--- src/rtl/ulpb_member_rx.sv ---
// ulpb_member_rx: receive-side deframer for a ring member node.
// Follows the message phases on the gated bus clock. It captures 32-bit
// payload words addressed to this node (or to broadcast) into a small FIFO.
// During CONTROL1 it pulls the ring low to acknowledge a clean message.
module ulpb_member_rx #(
    parameter logic [7:0] ADDRESS    = 8'h05,
    parameter logic [7:0] BCAST_ADDR = 8'hFF,
    parameter int         FIFO_DEPTH = 2
) (
    input  logic        CLKIN,
    input  logic        RESET,
    input  logic        DIN,
    input  logic        INT_FLAG,
    output logic        DOUT,
    output logic [31:0] RX_DATA,
    output logic        RX_VALID,
    input  logic        RX_READY,
    output logic        RX_EOM,
    output logic        RX_ERR
);

    localparam int AW  = (FIFO_DEPTH > 1) ? $clog2(FIFO_DEPTH) : 1;
    localparam int CW  = AW + 1;

    typedef enum logic [2:0] {
        ST_IDLE   = 3'd0,
        ST_PRIO   = 3'd1,
        ST_ADDR   = 3'd2,
        ST_DATA   = 3'd3,
        ST_DROP   = 3'd4,
        ST_SWITCH = 3'd5,
        ST_CTRL0  = 3'd6,
        ST_CTRL1  = 3'd7
    } state_t;

    state_t        state_r;
    state_t        state_nxt_s;

    logic [30:0]   shift_r;
    logic [4:0]    cnt_r;
    logic          addressed_r;
    logic          overflow_r;
    logic          ctrl0_r;
    logic          eom_r;
    logic          err_r;

    logic [31:0]   mem_r [FIFO_DEPTH];
    logic [AW-1:0] wr_ptr_r;
    logic [AW-1:0] rd_ptr_r;
    logic [CW-1:0] count_r;

    logic          shift_en_s;
    logic          cnt_clr_s;
    logic          cnt_inc_s;
    logic          set_addressed_s;
    logic          push_req_s;
    logic          ctrl0_ld_s;
    logic          msg_clr_s;
    logic          eom_s;
    logic          err_s;
    logic [7:0]    addr_word_s;
    logic [31:0]   data_word_s;
    logic          fifo_full_s;
    logic          pop_s;
    logic          push_ok_s;
    logic          msg_bad_s;

    // The bit just sampled completes the address byte or the data word.
    assign addr_word_s = {shift_r[6:0], DIN};
    assign data_word_s = {shift_r, DIN};

    assign fifo_full_s = (count_r == CW'(FIFO_DEPTH));
    assign pop_s       = (count_r != {CW{1'b0}}) && RX_READY;
    // A full FIFO still accepts the push when the head leaves in the same cycle.
    assign push_ok_s   = push_req_s && (!fifo_full_s || pop_s);
    assign msg_bad_s   = overflow_r || (cnt_r != 5'd0) || !ctrl0_r;

    assign RX_VALID = (count_r != {CW{1'b0}});
    assign RX_DATA  = mem_r[rd_ptr_r];
    assign RX_EOM   = eom_r;
    assign RX_ERR   = err_r;

    // ACK: drive the ring low in CONTROL1 for a clean addressed message.
    always_comb begin
        DOUT = DIN;
        if ((state_r == ST_CTRL1) && addressed_r && !msg_bad_s) begin
            DOUT = 1'b0;
        end else begin
            DOUT = DIN;
        end
    end

    // Phase state register.
    always_ff @(posedge CLKIN or posedge RESET) begin
        if (RESET) begin
            state_r <= ST_IDLE;
        end else begin
            state_r <= state_nxt_s;
        end
    end

    // Next-phase decode and per-edge datapath controls.
    always_comb begin
        state_nxt_s     = state_r;
        shift_en_s      = 1'b0;
        cnt_clr_s       = 1'b0;
        cnt_inc_s       = 1'b0;
        set_addressed_s = 1'b0;
        push_req_s      = 1'b0;
        ctrl0_ld_s      = 1'b0;
        msg_clr_s       = 1'b0;
        eom_s           = 1'b0;
        err_s           = 1'b0;
        case (state_r)
            ST_IDLE: begin
                state_nxt_s = ST_PRIO;
            end
            ST_PRIO: begin
                state_nxt_s = ST_ADDR;
                cnt_clr_s   = 1'b1;
            end
            ST_ADDR: begin
                if (INT_FLAG) begin
                    state_nxt_s = ST_SWITCH;
                end else begin
                    shift_en_s = 1'b1;
                    if (cnt_r == 5'd7) begin
                        cnt_clr_s = 1'b1;
                        if ((addr_word_s == ADDRESS) || (addr_word_s == BCAST_ADDR)) begin
                            state_nxt_s     = ST_DATA;
                            set_addressed_s = 1'b1;
                        end else begin
                            state_nxt_s = ST_DROP;
                        end
                    end else begin
                        cnt_inc_s = 1'b1;
                    end
                end
            end
            ST_DATA: begin
                if (INT_FLAG) begin
                    state_nxt_s = ST_SWITCH;
                end else begin
                    shift_en_s = 1'b1;
                    if (cnt_r == 5'd31) begin
                        push_req_s = 1'b1;
                        cnt_clr_s  = 1'b1;
                    end else begin
                        cnt_inc_s = 1'b1;
                    end
                end
            end
            ST_DROP: begin
                if (INT_FLAG) begin
                    state_nxt_s = ST_SWITCH;
                end else begin
                    state_nxt_s = ST_DROP;
                end
            end
            ST_SWITCH: begin
                state_nxt_s = ST_CTRL0;
            end
            ST_CTRL0: begin
                state_nxt_s = ST_CTRL1;
                ctrl0_ld_s  = 1'b1;
            end
            ST_CTRL1: begin
                state_nxt_s = ST_IDLE;
                msg_clr_s   = 1'b1;
                eom_s       = addressed_r;
                err_s       = addressed_r && msg_bad_s;
            end
            default: begin
                state_nxt_s = ST_IDLE;
            end
        endcase
    end

    // Shift register, bit counter and per-message flags.
    always_ff @(posedge CLKIN or posedge RESET) begin
        if (RESET) begin
            shift_r     <= 31'd0;
            cnt_r       <= 5'd0;
            addressed_r <= 1'b0;
            overflow_r  <= 1'b0;
            ctrl0_r     <= 1'b0;
            eom_r       <= 1'b0;
            err_r       <= 1'b0;
        end else begin
            eom_r <= eom_s;
            err_r <= err_s;
            if (shift_en_s) begin
                shift_r <= data_word_s[30:0];
            end else begin
                shift_r <= shift_r;
            end
            if (cnt_clr_s || msg_clr_s) begin
                cnt_r <= 5'd0;
            end else if (cnt_inc_s) begin
                cnt_r <= cnt_r + 5'd1;
            end else begin
                cnt_r <= cnt_r;
            end
            if (msg_clr_s) begin
                addressed_r <= 1'b0;
            end else if (set_addressed_s) begin
                addressed_r <= 1'b1;
            end else begin
                addressed_r <= addressed_r;
            end
            if (msg_clr_s) begin
                overflow_r <= 1'b0;
            end else if (push_req_s && !push_ok_s) begin
                overflow_r <= 1'b1;
            end else begin
                overflow_r <= overflow_r;
            end
            if (msg_clr_s) begin
                ctrl0_r <= 1'b0;
            end else if (ctrl0_ld_s) begin
                ctrl0_r <= DIN;
            end else begin
                ctrl0_r <= ctrl0_r;
            end
        end
    end

    // Payload FIFO: storage, pointers and occupancy count.
    always_ff @(posedge CLKIN or posedge RESET) begin
        if (RESET) begin
            for (int i = 0; i < FIFO_DEPTH; i++) begin
                mem_r[i] <= 32'd0;
            end
            wr_ptr_r <= {AW{1'b0}};
            rd_ptr_r <= {AW{1'b0}};
            count_r  <= {CW{1'b0}};
        end else begin
            if (push_ok_s) begin
                mem_r[wr_ptr_r] <= data_word_s;
                wr_ptr_r        <= wr_ptr_r + 1'b1;
            end else begin
                wr_ptr_r <= wr_ptr_r;
            end
            if (pop_s) begin
                rd_ptr_r <= rd_ptr_r + 1'b1;
            end else begin
                rd_ptr_r <= rd_ptr_r;
            end
            if (push_ok_s && !pop_s) begin
                count_r <= count_r + 1'b1;
            end else if (pop_s && !push_ok_s) begin
                count_r <= count_r - 1'b1;
            end else begin
                count_r <= count_r;
            end
        end
    end

endmodule

--- config.mk ---
export PLATFORM = sky130hd
export DESIGN_NAME = ulpb_member_rx
export DESIGN_NICKNAME = d
export VERILOG_FILES = /design/src/rtl/ulpb_member_rx.sv
export SDC_FILE = /design/constraint.sdc
export NUM_CORES = 1
export LEC_CHECK = 0
export ABC_CLOCK_PERIOD_IN_PS = 4500
export CAP_MARGIN = 10
export CORE_ASPECT_RATIO = 0.8
export CORE_UTILIZATION = 46
export DETAILED_ROUTE_END_ITERATION = 12
export GPL_ROUTABILITY_DRIVEN = 0
export PLACE_DENSITY = 0.76
export SLEW_MARGIN = 40
export SYNTH_ARGS = -nofsm -noshare
export SYNTH_HDL_FRONTEND = slang
export SYNTH_SLANG_ARGS = --single-unit
--- constraint.sdc ---
create_clock -name CLKIN -period 4.5 [get_ports CLKIN]
set_input_delay 0.45 -clock CLKIN [delete_from_list [all_inputs] [get_ports CLKIN]]
set_output_delay 0.45 -clock CLKIN [all_outputs]
set_load 0.05 [all_outputs]
== Yosys cells after proc, flatten, opt, wreduce, memory -nomap -nowiden ==
Index checks and enable logic that the tools add are counted.
Storage, ports and cells
  register bits after elaboration: 112
  bits of input ports: 5
Operators by class
  add/subtract/negate cells: 5
  magnitude comparators: 3
  bitwise gates (word level): 2
  muxes and demuxes: 44
  reductions and logical operators: 29
  eq/ne operators: 14
Operators by type and width (number)
  32-bit two-way mux: 4
  64-bit bitwise mux: 1
  32-bit demux with 1-bit select: 1
  1-bit two-way mux: 27
  3-bit case mux with 8 select lines: 1
  3-bit equality test (second input constant): 4
  3-bit two-way mux: 4
  2-bit nonzero test: 6
  5-bit two-way mux: 2
  1-bit logical AND: 9
  8-bit by 3-bit equality test with 1-bit output (second input constant): 1
  8-bit equality test (second input constant): 1
  3-bit by 2-bit equality test with 1-bit output (second input constant): 2
  5-bit by 1-bit adder with 5-bit output (second input constant): 1
  5-bit by 3-bit equality test with 1-bit output (second input constant): 1
  5-bit equality test (second input constant): 1
  1-bit logical NOT: 5
  1-bit logical OR: 5
  5-bit nonzero test: 1
  2-bit >= comparator (second input constant): 2
  2-bit two-way mux: 2
  1-bit NOT with 2-bit output: 2
  3-bit by 1-bit equality test with 1-bit output (second input constant): 1
  3-bit logical NOT: 1
  11 further kinds: 12

== Logic depth before layout (Yosys ltp) ==
  word-level depth: 9
  gate-level depth with buffers: 8

== Worst setup path before layout ==
OpenSTA, ideal clock, no wires.
  kind: register to output
  start: register state_r[1]
  end: output DOUT
  slack: 2071 ps
  data required time: 4050 ps
  arrival time: 1979 ps
  stages on the path, launching flop included: 6
  path through: dfrtp_1 -> clkbuf_1 -> and3_1 -> nand2_1 -> inv_1 -> a21boi_0
Between the ends
  longest elaborated chain between the ends: 4
Ends and longest elaborated chain
  start, declared: line 36  | state_t state_r;
  start signal, assigned: line 98  | state_r <= state_nxt_s;
  3-bit equality test: line 86  | if ((state_r == ST_CTRL1) && addressed_r && !msg_bad_s) begin
  1-bit logical AND (2 in series): line 86
  1-bit two-way mux: line 86
  end, declared: line 14  | output logic DOUT,
No other way between the ends.

== Worst setup path after layout ==
  start: register rd_ptr_r
  end: output RX_DATA[19]
Between the ends
  longest elaborated chain between the ends: 4
Ends and longest elaborated chain
  start, declared: line 49  | logic [AW-1:0] rd_ptr_r;
  start signal, assigned: line 235  | rd_ptr_r <= {AW{1'b0}};
  start signal, assigned: line 245  | rd_ptr_r <= rd_ptr_r + 1'b1;
  start signal, assigned: line 247  | rd_ptr_r <= rd_ptr_r;
  1-bit NOT with 2-bit output (not written as such): line 79  | assign RX_DATA = mem_r[rd_ptr_r];
  32-bit two-way mux (not written as such) (3 in series): line 79
  end, declared: line 15  | output logic [31:0] RX_DATA,
No other way between the ends. The select of a mux whose other input is x is not followed.

==> results.toml <==
[cts]
clock_path_buffers = 2
cts_buffers = 9
cts.sinks = 112
htree_num_levels = 3
cts_setup_buffers = 0
path_clk_slew_ns = 0.07
cts_hold_buf = 0
ctsResizeCount = 0
ctsRootBufferMaster = "clkbuf_16"
worstSkewPairLatency_ns = 0.34
cts_tree = "done"

[die]
die_w_um = 118
dieArea_um2 = 11300
initial_core_util_pct = 47.9
die_h_um = 95.1
core_um2 = 10400
num_rows = 33
ios = 41

[route]
detail_route.wl_per_cell_um = 15.9
dr.pass1.iters = 4
ant_nets = 0
drc_errors = 0
drt_iter0_drc = 231
drt-vias-per-instance = 5.17
routed_wirelength_um = 9300
num_vias = 3030

[timing]
fin_worst_skew_ns = 0.00758
hold_viol_final = 0
setup_tns_ns = 0
worst_pin_slew_ns = 0.730
hold_ws_ns = 0.490
rsz0062_at_grt = "no"
clock.fmax_ghz = 0.359
slew_headroom_pct = 51.3
slew_violations = 0
period_share_pct = 61.9
setup_viol = 0
fin_crit_ns = 2.78

[run]
maxCapViolations = 0

[min_path]
holdPathStages = 1
holdCritPathClass = "reg2reg"
min_from = "mem_r[18]$_DFFE_PP0P_"
min_to = "mem_r[18]$_DFFE_PP0P_"

[critical_path]
required_ns = 4.05
critPathLaunchType = "register"
r2r-end = "mem_r[41]$_DFFE_PP0P_"
r2r_cells = 7
worst_r2r_startpoint = "cnt_r[0]$_DFFE_PP0P_"
r2r_slack_ns = 1.97
worstPathMaxFanout = 31
worstSetupEndpointType = "output port"
criticalPathCategory = "reg2out"
cp.arrival_ns = 2.33

[pwr]
cellLeakagePower_nw = 2.99
finalPower_mw = 2.25
ir_drop_uv = 237
powerDensity_nw_per_um2 = 388

[logic_synthesis]
synth_edf_count = 0
synth_cell_types = 41
syn-num-nets = 416
syn_avg_cell_area_um2 = 12.2
async_flop_share_pct = 100
synth_cells = 407
ys.flop_type = "dfrtp_1"
syn_area_um2 = 4980
yosysSeqAreaShare_pct = 56.2
ys_warn_count = 0
synth-seq-cells = 112

[global_route]
grt_pass1_wl_um = 16100
top_usage_layer = "met2"
grt-ovfl-total = 0
antenna_found_initial = 0
use_met1_pct = 24.7
globalRouteMet2Util_pct = 30.4
grt_max_degree = 84
grt_usage_pct = 18.5
grt_pass1_vias = 3184
grt_use_met3_pct = 4.49

[finish]
diodes = 0
final_nets = 451
stdcell_count = 586
area_growth_pct = 16.0
mostFrequentLayoutCells = "dfrtp_1 (112), nand2_1 (105), mux2_2 (63)"
layout-drive-gt1-share_pct = 26.9
final_common_cell = "dfrtp_1"

[outcome]
status = "finished clean"

[place]
hpwl_um = 5740
placedCellCount = 571
io_buffers = 40
worst max-delay path by stage:
stage | endpoint | cells after the start | start | slack, ns
floorplan | RX_EOM$_DFF_PP0_ | 1 | RESET | 1.09
global route | DOUT | 6 | cnt_r[0]$_DFFE_PP0P_ | 1.60
finish | RX_DATA[19] | 3 | rd_ptr_r$_DFFE_PP0P_ | 1.72
global placement | mem_r[40]$_DFFE_PP0P_ | 6 | RX_READY | 1.68
detailed placement | mem_r[62]$_DFFE_PP0P_ | 6 | RX_READY | 1.89
CTS | RX_DATA[30] | 3 | rd_ptr_r$_DFFE_PP0P_ | 1.69
sequential cells by signal, summed over array words and instances, names as in the netlist:
signal and flops:
addressed_r 1, overflow_r 1, mem_r 64, RX_ERR 1, wr_ptr_r 1, state_r 3, ctrl0_r 1, cnt_r 5
shift_r 31, rd_ptr_r 1, RX_EOM 1, count_r 2
per-layer routing:
metal	routed length (um)	part of all wire (%)
met1	4370	47
met2	4570	49
met3	320	3.4
met4	37	0.40
met5	0	0
per-stage QoR:
step                      utilization (%)  setup WS, ns  instance area, um2
after global routing                 55.6          1.60                5780
after global placement               52.6          1.68                5480
after detailed placement             52.8          1.89                5490
after CTS                            55.6          1.69                5780
final                                55.6          1.72                5780
after floorplan                         -          1.09                4980
area by class of cell:
| type | instances | area (um2) |
|---|---|---|
| multi-input cells | 267 | 2040 |
| well taps | 140 | 175 |
| clock buffers | 10 | 229 |
| flip-flops and latches | 112 | 2800 |
| repair buffers | 45 | 438 |
| fillers | 877 | 4620 |
| clock inverters | 5 | 65.1 |
| inverters | 7 | 31.3 |
power by group:
group	internal (mW)	total, mW	switching, mW
Clock	0.435	0.793	0.358
Sequential	1.08	1.18	0.0990
Combinational	0.0970	0.277	0.180
Total	1.61	2.25	0.637
cell families (layout without fill, tap and decap cells):
kind of cell | after synthesis | count (layout) | share of synthesized area (%)
and+or+nand+nor | 139 | 139 | 12.1
xor gates and xnor gates | 5 | 5 | 0.879
muxes | 96 | 96 | 24.0
AOI/OAI and AO/OA | 23 | 23 | 2.81
buffers and inverters | 28 | 67 | 3.04
adders and majority gates | 4 | 4 | 1.00
DFF | 112 | 112 | 56.2
worst max-delay path: stages, from the launching register on:
cell and delay [ns]:
dfrtp_1 0.41, buf_4 0.45, mux2_2 0.42, clkdlybuf4s50_1 0.70
synth_stat cells, types with 2 or more instances:
| library cell | count | area share (%) |
|---|---|---|
| a21boi_0 | 2 | 0.30 |
| a21oi_1 | 9 | 0.90 |
| and2_1 | 2 | 0.25 |
| and3_1 | 3 | 0.38 |
| buf_1 | 4 | 0.30 |
| buf_4 | 4 | 0.60 |
| buf_6 | 4 | 0.90 |
| clkbuf_1 | 8 | 0.60 |
| dfrtp_1 | 112 | 56 |
| ha_1 | 4 | 1.0 |
| inv_1 | 7 | 0.53 |
| mux2_1 | 3 | 0.68 |
| mux2_2 | 63 | 14 |
| mux2_4 | 30 | 9.0 |
| nand2_1 | 105 | 7.9 |
| nand2b_1 | 2 | 0.25 |
| nand3_1 | 6 | 0.60 |
| nor2_1 | 7 | 0.53 |
| nor3_1 | 2 | 0.20 |
| o21ai_0 | 5 | 0.50 |
| or2_2 | 2 | 0.25 |
| xnor2_1 | 2 | 0.35 |
| xor2_1 | 3 | 0.53 |
Note: power is estimated with default switching activity, not from simulation.
